`src/rtl/uart_pkg.sv`:
```
// Shared definitions for the UART TX/RX byte-stream arbiters: FSM encoding and
// the header byte format placed in front of each granted packet.
package uart_pkg;

  typedef enum logic [1:0] {
    IDLE   = 2'd0,
    HEADER = 2'd1,
    STREAM = 2'd2
  } tx_state_e;

  localparam logic [3:0] HEADER_TAG = 4'hA;

  function automatic logic [7:0] header_byte(input logic [3:0] id);
    return {HEADER_TAG, id};
  endfunction

endpackage

```
`src/rtl/uart_tx_arbiter_if.sv`:
```
// Requester byte streams, TX FIFO write port and status of the TX arbiter.
// The arbiter uses the slave view; whatever drives requesters/FIFO uses master.
interface uart_tx_arbiter_if #(
  parameter int NUM_REQ = 4
);
  localparam int IW = $clog2(NUM_REQ);

  logic [NUM_REQ-1:0]       i_req_valid;
  logic [NUM_REQ-1:0][7:0]  i_req_data;
  logic [NUM_REQ-1:0]       i_req_last;
  logic [NUM_REQ-1:0]       o_req_ready;
  logic                     i_fifo_full;
  logic                     o_fifo_wr_en;
  logic [7:0]               o_fifo_wr_data;
  logic                     o_busy;
  logic [IW-1:0]            o_grant_id;
  logic                     o_len_error;
  logic                     i_err_clear;

  modport slave (
    input  i_req_valid, i_req_data, i_req_last, i_fifo_full, i_err_clear,
    output o_req_ready, o_fifo_wr_en, o_fifo_wr_data, o_busy, o_grant_id, o_len_error
  );

  modport master (
    output i_req_valid, i_req_data, i_req_last, i_fifo_full, i_err_clear,
    input  o_req_ready, o_fifo_wr_en, o_fifo_wr_data, o_busy, o_grant_id, o_len_error
  );
endinterface

```
`src/rtl/rr_pick.sv`:
```
// Round-robin picker: first asserted request at or after 'start', wrapping.
// Purely combinational so the TX and RX arbiters can share it.
module rr_pick #(
  parameter int N  = 4,
  localparam int IW = $clog2(N)
) (
  input  logic [N-1:0]  req,
  input  logic [IW-1:0] start,
  output logic [N-1:0]  gnt_oh,
  output logic [IW-1:0] gnt_idx,
  output logic          gnt_vld
);

  always_comb begin
    int idx;
    // NOTE: every output gets a default before the loop, otherwise paths that
    // never assign it would infer a latch.
    gnt_oh  = '0;
    gnt_idx = '0;
    gnt_vld = 1'b0;
    idx     = 0;
    for (int i = 0; i < N; i++) begin
      idx = int'(start) + i;
      if (idx >= N) idx = idx - N;
      if (!gnt_vld && req[idx]) begin
        gnt_vld     = 1'b1;
        gnt_idx     = IW'(idx);
        gnt_oh[idx] = 1'b1;
      end
    end
  end

endmodule

```
`src/rtl/uart_tx_arbiter.sv`:
```
// Merges NUM_REQ byte-stream requesters into one TX FIFO, one packet per grant,
// optionally prefixed with an ID header byte and capped at MAX_PKT_LEN bytes.
module uart_tx_arbiter
  import uart_pkg::*;
#(
  parameter int NUM_REQ     = 4,
  parameter bit HEADER_EN   = 1'b1,
  parameter int MAX_PKT_LEN = 64
) (
  input logic              clk,
  input logic              rst_n,
  uart_tx_arbiter_if.slave bus
);

  localparam int IW = $clog2(NUM_REQ);

  tx_state_e          state_q, state_d;
  logic [IW-1:0]      grant_q, grant_d;
  logic [NUM_REQ-1:0] grant_oh_q, grant_oh_d;
  logic [IW-1:0]      last_grant_q, last_grant_d;
  logic [7:0]         cnt_q, cnt_d;
  logic               len_err_q, len_err_d;
  logic               busy_q, busy_d;

  logic [IW-1:0]      start_idx;
  logic [NUM_REQ-1:0] pick_oh;
  logic [IW-1:0]      pick_idx;
  logic               pick_vld;

  logic [NUM_REQ-1:0] ready;
  logic               wr_en;
  logic [7:0]         wr_data;
  logic               xfer;
  logic               cnt_hit;

  assign start_idx = (last_grant_q == IW'(NUM_REQ - 1)) ? '0 : last_grant_q + 1'b1;

  rr_pick #(.N(NUM_REQ)) u_pick (
    .req     (bus.i_req_valid),
    .start   (start_idx),
    .gnt_oh  (pick_oh),
    .gnt_idx (pick_idx),
    .gnt_vld (pick_vld)
  );

  // Compared in 9 bits so MAX_PKT_LEN=256 is reachable by the 8-bit counter.
  assign cnt_hit = ({1'b0, cnt_q} + 9'd1) == 9'(MAX_PKT_LEN);

  // NOTE: sequential state uses non-blocking assignments so every flop samples
  // pre-edge values regardless of statement order.
  always_ff @(posedge clk or negedge rst_n) begin
    if (!rst_n) begin
      state_q      <= IDLE;
      grant_q      <= '0;
      grant_oh_q   <= NUM_REQ'(1);
      last_grant_q <= IW'(NUM_REQ - 1);
      cnt_q        <= '0;
      len_err_q    <= 1'b0;
      busy_q       <= 1'b0;
    end else begin
      state_q      <= state_d;
      grant_q      <= grant_d;
      grant_oh_q   <= grant_oh_d;
      last_grant_q <= last_grant_d;
      cnt_q        <= cnt_d;
      len_err_q    <= len_err_d;
      busy_q       <= busy_d;
    end
  end

  always_comb begin
    state_d      = state_q;
    grant_d      = grant_q;
    grant_oh_d   = grant_oh_q;
    last_grant_d = last_grant_q;
    cnt_d        = cnt_q;
    len_err_d    = len_err_q & ~bus.i_err_clear;
    unique case (state_q)
      IDLE: begin
        cnt_d = '0;
        if (pick_vld) begin
          grant_d    = pick_idx;
          grant_oh_d = pick_oh;
          state_d    = HEADER_EN ? HEADER : STREAM;
        end
      end
      HEADER: if (!bus.i_fifo_full) state_d = STREAM;
      STREAM: begin
        if (xfer) begin
          cnt_d = cnt_q + 8'd1;
          if (bus.i_req_last[grant_q] || cnt_hit) begin
            state_d      = IDLE;
            last_grant_d = grant_q;
          end
          // A length-error set outranks a simultaneous clear.
          if (!bus.i_req_last[grant_q] && cnt_hit) len_err_d = 1'b1;
        end
      end
      default: state_d = IDLE;
    endcase
    busy_d = (state_d != IDLE);
  end

  always_comb begin
    ready   = '0;
    wr_en   = 1'b0;
    wr_data = '0;
    xfer    = 1'b0;
    unique case (state_q)
      HEADER: begin
        wr_en   = !bus.i_fifo_full;
        wr_data = header_byte(4'(grant_q));
      end
      STREAM: begin
        ready   = bus.i_fifo_full ? '0 : grant_oh_q;
        wr_en   = bus.i_req_valid[grant_q] && !bus.i_fifo_full;
        wr_data = bus.i_req_data[grant_q];
        xfer    = wr_en;
      end
      default: ;
    endcase
  end

  assign bus.o_req_ready    = ready;
  assign bus.o_fifo_wr_en   = wr_en;
  assign bus.o_fifo_wr_data = wr_data;
  assign bus.o_busy         = busy_q;
  assign bus.o_grant_id     = grant_q;
  assign bus.o_len_error    = len_err_q;

endmodule

```
`src/flat_wrapper.sv`:
```
// flat-port wrapper written by rule: the top's interface ports become plain ports
module uart_tx_arbiter_flat import uart_pkg::*;
#(
  parameter int NUM_REQ     = 4,
  parameter bit HEADER_EN   = 1'b1,
  parameter int MAX_PKT_LEN = 64
)
  (clk, rst_n, bus_i_req_valid, bus_i_req_data, bus_i_req_last, bus_i_fifo_full, bus_i_err_clear, bus_o_req_ready, bus_o_fifo_wr_en, bus_o_fifo_wr_data, bus_o_busy, bus_o_grant_id, bus_o_len_error);
  uart_tx_arbiter_if #(.NUM_REQ(NUM_REQ)) bus_i ();
  input logic clk;
  input logic rst_n;
  input wire logic [$bits(bus_i.i_req_valid)-1:0] bus_i_req_valid;
  input wire logic [$bits(bus_i.i_req_data)-1:0] bus_i_req_data;
  input wire logic [$bits(bus_i.i_req_last)-1:0] bus_i_req_last;
  input wire logic [$bits(bus_i.i_fifo_full)-1:0] bus_i_fifo_full;
  input wire logic [$bits(bus_i.i_err_clear)-1:0] bus_i_err_clear;
  output wire logic [$bits(bus_i.o_req_ready)-1:0] bus_o_req_ready;
  output wire logic [$bits(bus_i.o_fifo_wr_en)-1:0] bus_o_fifo_wr_en;
  output wire logic [$bits(bus_i.o_fifo_wr_data)-1:0] bus_o_fifo_wr_data;
  output wire logic [$bits(bus_i.o_busy)-1:0] bus_o_busy;
  output wire logic [$bits(bus_i.o_grant_id)-1:0] bus_o_grant_id;
  output wire logic [$bits(bus_i.o_len_error)-1:0] bus_o_len_error;
  assign bus_i.i_req_valid = bus_i_req_valid;
  assign bus_i.i_req_data = bus_i_req_data;
  assign bus_i.i_req_last = bus_i_req_last;
  assign bus_i.i_fifo_full = bus_i_fifo_full;
  assign bus_i.i_err_clear = bus_i_err_clear;
  assign bus_o_req_ready = bus_i.o_req_ready;
  assign bus_o_fifo_wr_en = bus_i.o_fifo_wr_en;
  assign bus_o_fifo_wr_data = bus_i.o_fifo_wr_data;
  assign bus_o_busy = bus_i.o_busy;
  assign bus_o_grant_id = bus_i.o_grant_id;
  assign bus_o_len_error = bus_i.o_len_error;
  uart_tx_arbiter #(.NUM_REQ(NUM_REQ), .HEADER_EN(HEADER_EN), .MAX_PKT_LEN(MAX_PKT_LEN)) u_core (.clk(clk), .rst_n(rst_n), .bus(bus_i));
endmodule
```
`config.mk`:
```
export PLATFORM = sky130hd
export DESIGN_NAME = uart_tx_arbiter_flat
export DESIGN_NICKNAME = d
export VERILOG_FILES = /design/src/rtl/uart_pkg.sv /design/src/rtl/uart_tx_arbiter_if.sv /design/src/rtl/rr_pick.sv /design/src/rtl/uart_tx_arbiter.sv /design/src/flat_wrapper.sv
export SDC_FILE = /design/constraint.sdc
export NUM_CORES = 1
export LEC_CHECK = 0
export BUFFER_PORTS_ARGS = -buffer_cell sky130_fd_sc_hd__buf_4
export CORE_MARGIN = 4
export CORE_UTILIZATION = 45
export CTS_BUF_LIST = sky130_fd_sc_hd__clkbuf_2 sky130_fd_sc_hd__clkbuf_4 sky130_fd_sc_hd__clkbuf_8
export DETAILED_ROUTE_END_ITERATION = 8
export GPL_TIMING_DRIVEN = 0
export MAX_ROUTING_LAYER = met4
export PLACE_DENSITY = 0.77
export SLEW_MARGIN = 0
export SYNTH_ARGS = -nofsm -noshare
export SYNTH_HDL_FRONTEND = slang
export SYNTH_SLANG_ARGS = --single-unit
```
`constraint.sdc`:
```
create_clock -name clk -period 6 [get_ports clk]
set_input_delay 0.6 -clock clk [delete_from_list [all_inputs] [get_ports clk]]
set_output_delay 0.6 -clock clk [all_outputs]
set_load 0.02 [all_outputs]
```
==> flow_metrics.env <==
export IMPL_place_gp_congestion=0.895
export IMPL_syn_to_final_growth_pct=27.4
export IMPL_power_density_nw_per_um2=414
export IMPL_post_cts_buffers=0
export IMPL_grt_pass1_vias=1968
export IMPL_wl_per_cell_um=16.4
export IMPL_antenna_found_initial=0
export IMPL_ys_ff_latch=20
export IMPL_hold_ws_ns=0.201
export IMPL_cts_sinks=20
export IMPL_viasPerCell=6.06
export IMPL_seqCellArea_sq_um=504
export IMPL_syn_area_sq_um=2110
export IMPL_syn_num_nets=286
export IMPL_crit_type="reg -> out"
export IMPL_fin_tns_setup_ns=0
export IMPL_vias=2084
export IMPL_path_max_fanout=10
export IMPL_path_cells="inv_1 -> ha_1 -> buf_2 -> nor2b_1 -> nand2_1 -> a21boi_0 -> buf_4"
export IMPL_grt_ovfl_total=0
export IMPL_drive_above_1_share_pct=34.9
export IMPL_grt_first_pass_wirelength_um=9310
export IMPL_drt_iter0_markers=152
export IMPL_tightest_slew_ns=0.492
export IMPL_clk_latency_ns=0.27
export IMPL_synth_top_area_share_pct=20.2
export IMPL_final_antenna_net_count=0
export IMPL_worstSetupStartpointType="register"
export IMPL_leakage_uw=0.00118
export IMPL_grt_use_total_pct=19.7
export IMPL_ys_warn_count=0
export IMPL_fin_nets=350
export IMPL_cts_tree="built"
export IMPL_drt_wl_total_um=5640
export IMPL_grt_max_degree=21
export IMPL_start_util_pct=47.5
export IMPL_synth_edf_count=0
export IMPL_ir_worst_vdd_mv=0.205
export IMPL_rsz0062_at_grt="no"
export IMPL_cts_buffers=3
export IMPL_dieArea_sq_um=5850
export IMPL_crit_arrival_ns=2.24
export IMPL_synthCells=229
export IMPL_avgSynthCellArea_sq_um=9.22
export IMPL_dpl_hpwl_um=4450
export IMPL_portBuffers=59
export IMPL_max_slew_margin_pct=67.2
export IMPL_async_reset_ff_share_pct=100
export IMPL_clkTransAtPathRegs_ns=0.08
export IMPL_reg2reg_from="u_core.last_grant_q[0]$_DFFE_PN1P_"
export IMPL_fill_cells=401
export IMPL_synth_ff_type="dfrtp_1"
export IMPL_rrSetupSlack_ns=3.31
export IMPL_critical_path_max_stage_delay_ns=0.44
export IMPL_setup_viol=0
export IMPL_diodes=0
export IMPL_status="finished clean"
export IMPL_hold_path_class="in -> async"
export IMPL_ys_seq_area_share_pct=23.9
export IMPL_num_io_pins=61
export IMPL_multi_input_area_sq_um=1510
export IMPL_route_detailed_drc=0
export IMPL_synthDistinctLibCells=59
export IMPL_cts_root_buf="clkbuf_8"
export IMPL_core_area_sq_um=4440
export IMPL_drv_slew=0
export IMPL_endpoint_kind="output pin"
export IMPL_maxCapViolCount=0
export IMPL_num_rows=24
export IMPL_die_w_um=76.5
export IMPL_cp_slowest_cell="dfrtp_1"
export IMPL_netlist_top_cell_by_area="dfrtp_1"
export IMPL_finalHoldViolCount=0
export IMPL_r2r_end="u_core.bus.o_grant_id[1]$_DFFE_PN0P_"
export IMPL_synth_area_top_cells="dfrtp_1 20%, mux4_2 11%, ha_1 7.7%"
export IMPL_cts_resized=0
export IMPL_htreeDepth=1
export IMPL_clock_fmax_mhz=353
export IMPL_crit_required_ns=5.40
export IMPL_rr_worst_depth=9
export IMPL_cts_buffer_depth=2
export IMPL_min_period_ns=2.84
export IMPL_die_height_um=76.5
export IMPL_post_route_period_util_pct=47.3
export IMPL_clock_skew_ns=0.00767
export IMPL_first_pass_iters=4
export IMPL_postCtsHoldBufs=0
[per-stage QoR]
step                worst slack (ns)  instances  instance area [sq um]  util (%)  power, uW
floorplan                       3.61        229                   2110         -        767
detailed placement              3.33        340                   2620      58.9        972
finish                          3.16        344                   2690      60.5       1110
global placement                3.38        340                   2620      58.9        951
global route                    2.91        344                   2690      60.5       1190
CTS                             3.15        344                   2690      60.5       1110
[synth_stat cells, drive strengths merged (4+ instances only)]
cell and number:
a32oi 5, nor2 9, mux2i 8, nand2b 4
o21ai 23, ha 13, dfrtp 17, nor3 4
buf 10, a21oi 11, a31oi 11, a211oi 4
mux4 10, nand3 7, nand2 13, inv 8
and2 17, and3 7, mux2 4
[flip-flops by register name, indices dropped and copies added, names as in the netlist]
register                count
u_core.bus.o_busy           1
u_core.bus.o_grant_id       2
u_core.bus.o_len_error      1
u_core.cnt_q                8
u_core.grant_oh_q           4
u_core.last_grant_q         2
u_core.state_q              2
[cell usage in the layout, fill, tap and decap left out, types with 3 or more instances in the layout]
cell / n
a32oi_1: 5
and3_1: 6
a31oi_1: 11
o21a_1: 3
clkbuf_1: 3
dfrtp_1: 17
nand2b_1: 4
dfstp_2: 3
and2_0: 3
a21oi_1: 8
ha_1: 13
a21oi_2: 3
clkbuf_8: 3
nor3_1: 3
o22ai_1: 3
o21ai_1: 13
a211oi_1: 4
inv_1: 8
o31ai_1: 3
nor2_1: 8
and2_1: 13
buf_2: 6
mux4_2: 10
buf_4: 59
o21ai_0: 10
mux2i_1: 8
nand2_1: 13
nor2b_1: 3
nand3_1: 5
[how the worst max path moves through the flow]
stage | start | end | depth (start not counted)
floorplan | u_core.last_grant_q[0]$_DFFE_PN1P_ | u_core.bus.o_grant_id[1]$_DFFE_PN0P_ | 9
global placement | u_core.last_grant_q[0]$_DFFE_PN1P_ | u_core.bus.o_grant_id[1]$_DFFE_PN0P_ | 9
detailed placement | u_core.last_grant_q[0]$_DFFE_PN1P_ | u_core.bus.o_grant_id[1]$_DFFE_PN0P_ | 9
CTS | u_core.state_q[0]$_DFF_PN0_ | bus_o_fifo_wr_en | 7
global route | u_core.state_q[0]$_DFF_PN0_ | bus_o_fifo_wr_en | 7
finish | u_core.state_q[0]$_DFF_PN0_ | bus_o_fifo_wr_en | 7
[critical path: cells and delay by family, from the launching register on]
kind            cells  cell delay, ns
compound gates      1            0.25
fa+ha+maj           1            0.16
simple gates        2            0.63
buf+inv             3            0.50
flops               1            0.44
[area by class of cell]
| type | count | area share, % |
|---|---|---|
| multi-input cells | 188 | 56.0 |
| flip-flops and latches | 20 | 18.7 |
| repair buffers | 59 | 16.5 |
| plain buffers | 13 | 2.65 |
| well taps | 52 | 2.42 |
| clock buffers | 3 | 1.53 |
| clock inverters | 1 | 1.12 |
| inverters | 8 | 1.12 |
[cell families after synthesis]
logic type      after synthesis  synth area share (%)
simple gates                 75                  21.1
flops                        20                  23.9
compound gates               78                  25.9
buf+inv                      21                  4.80
mux                          22                  16.6
fa+ha+maj                    13                  7.71
[metal layers]
metal,part of all wire [%],GRT usage (%)
met5,0,-
met4,1.5,3.80
met3,6.8,4.02
met2,50,33.4
met1,42,24.4
[power by group]
part	switching (uW)	internal, uW
Combinational	426	330
Clock	49.2	89.2
Sequential	38.8	180
Total	514	600
Power figures use the tool's default switching activity.
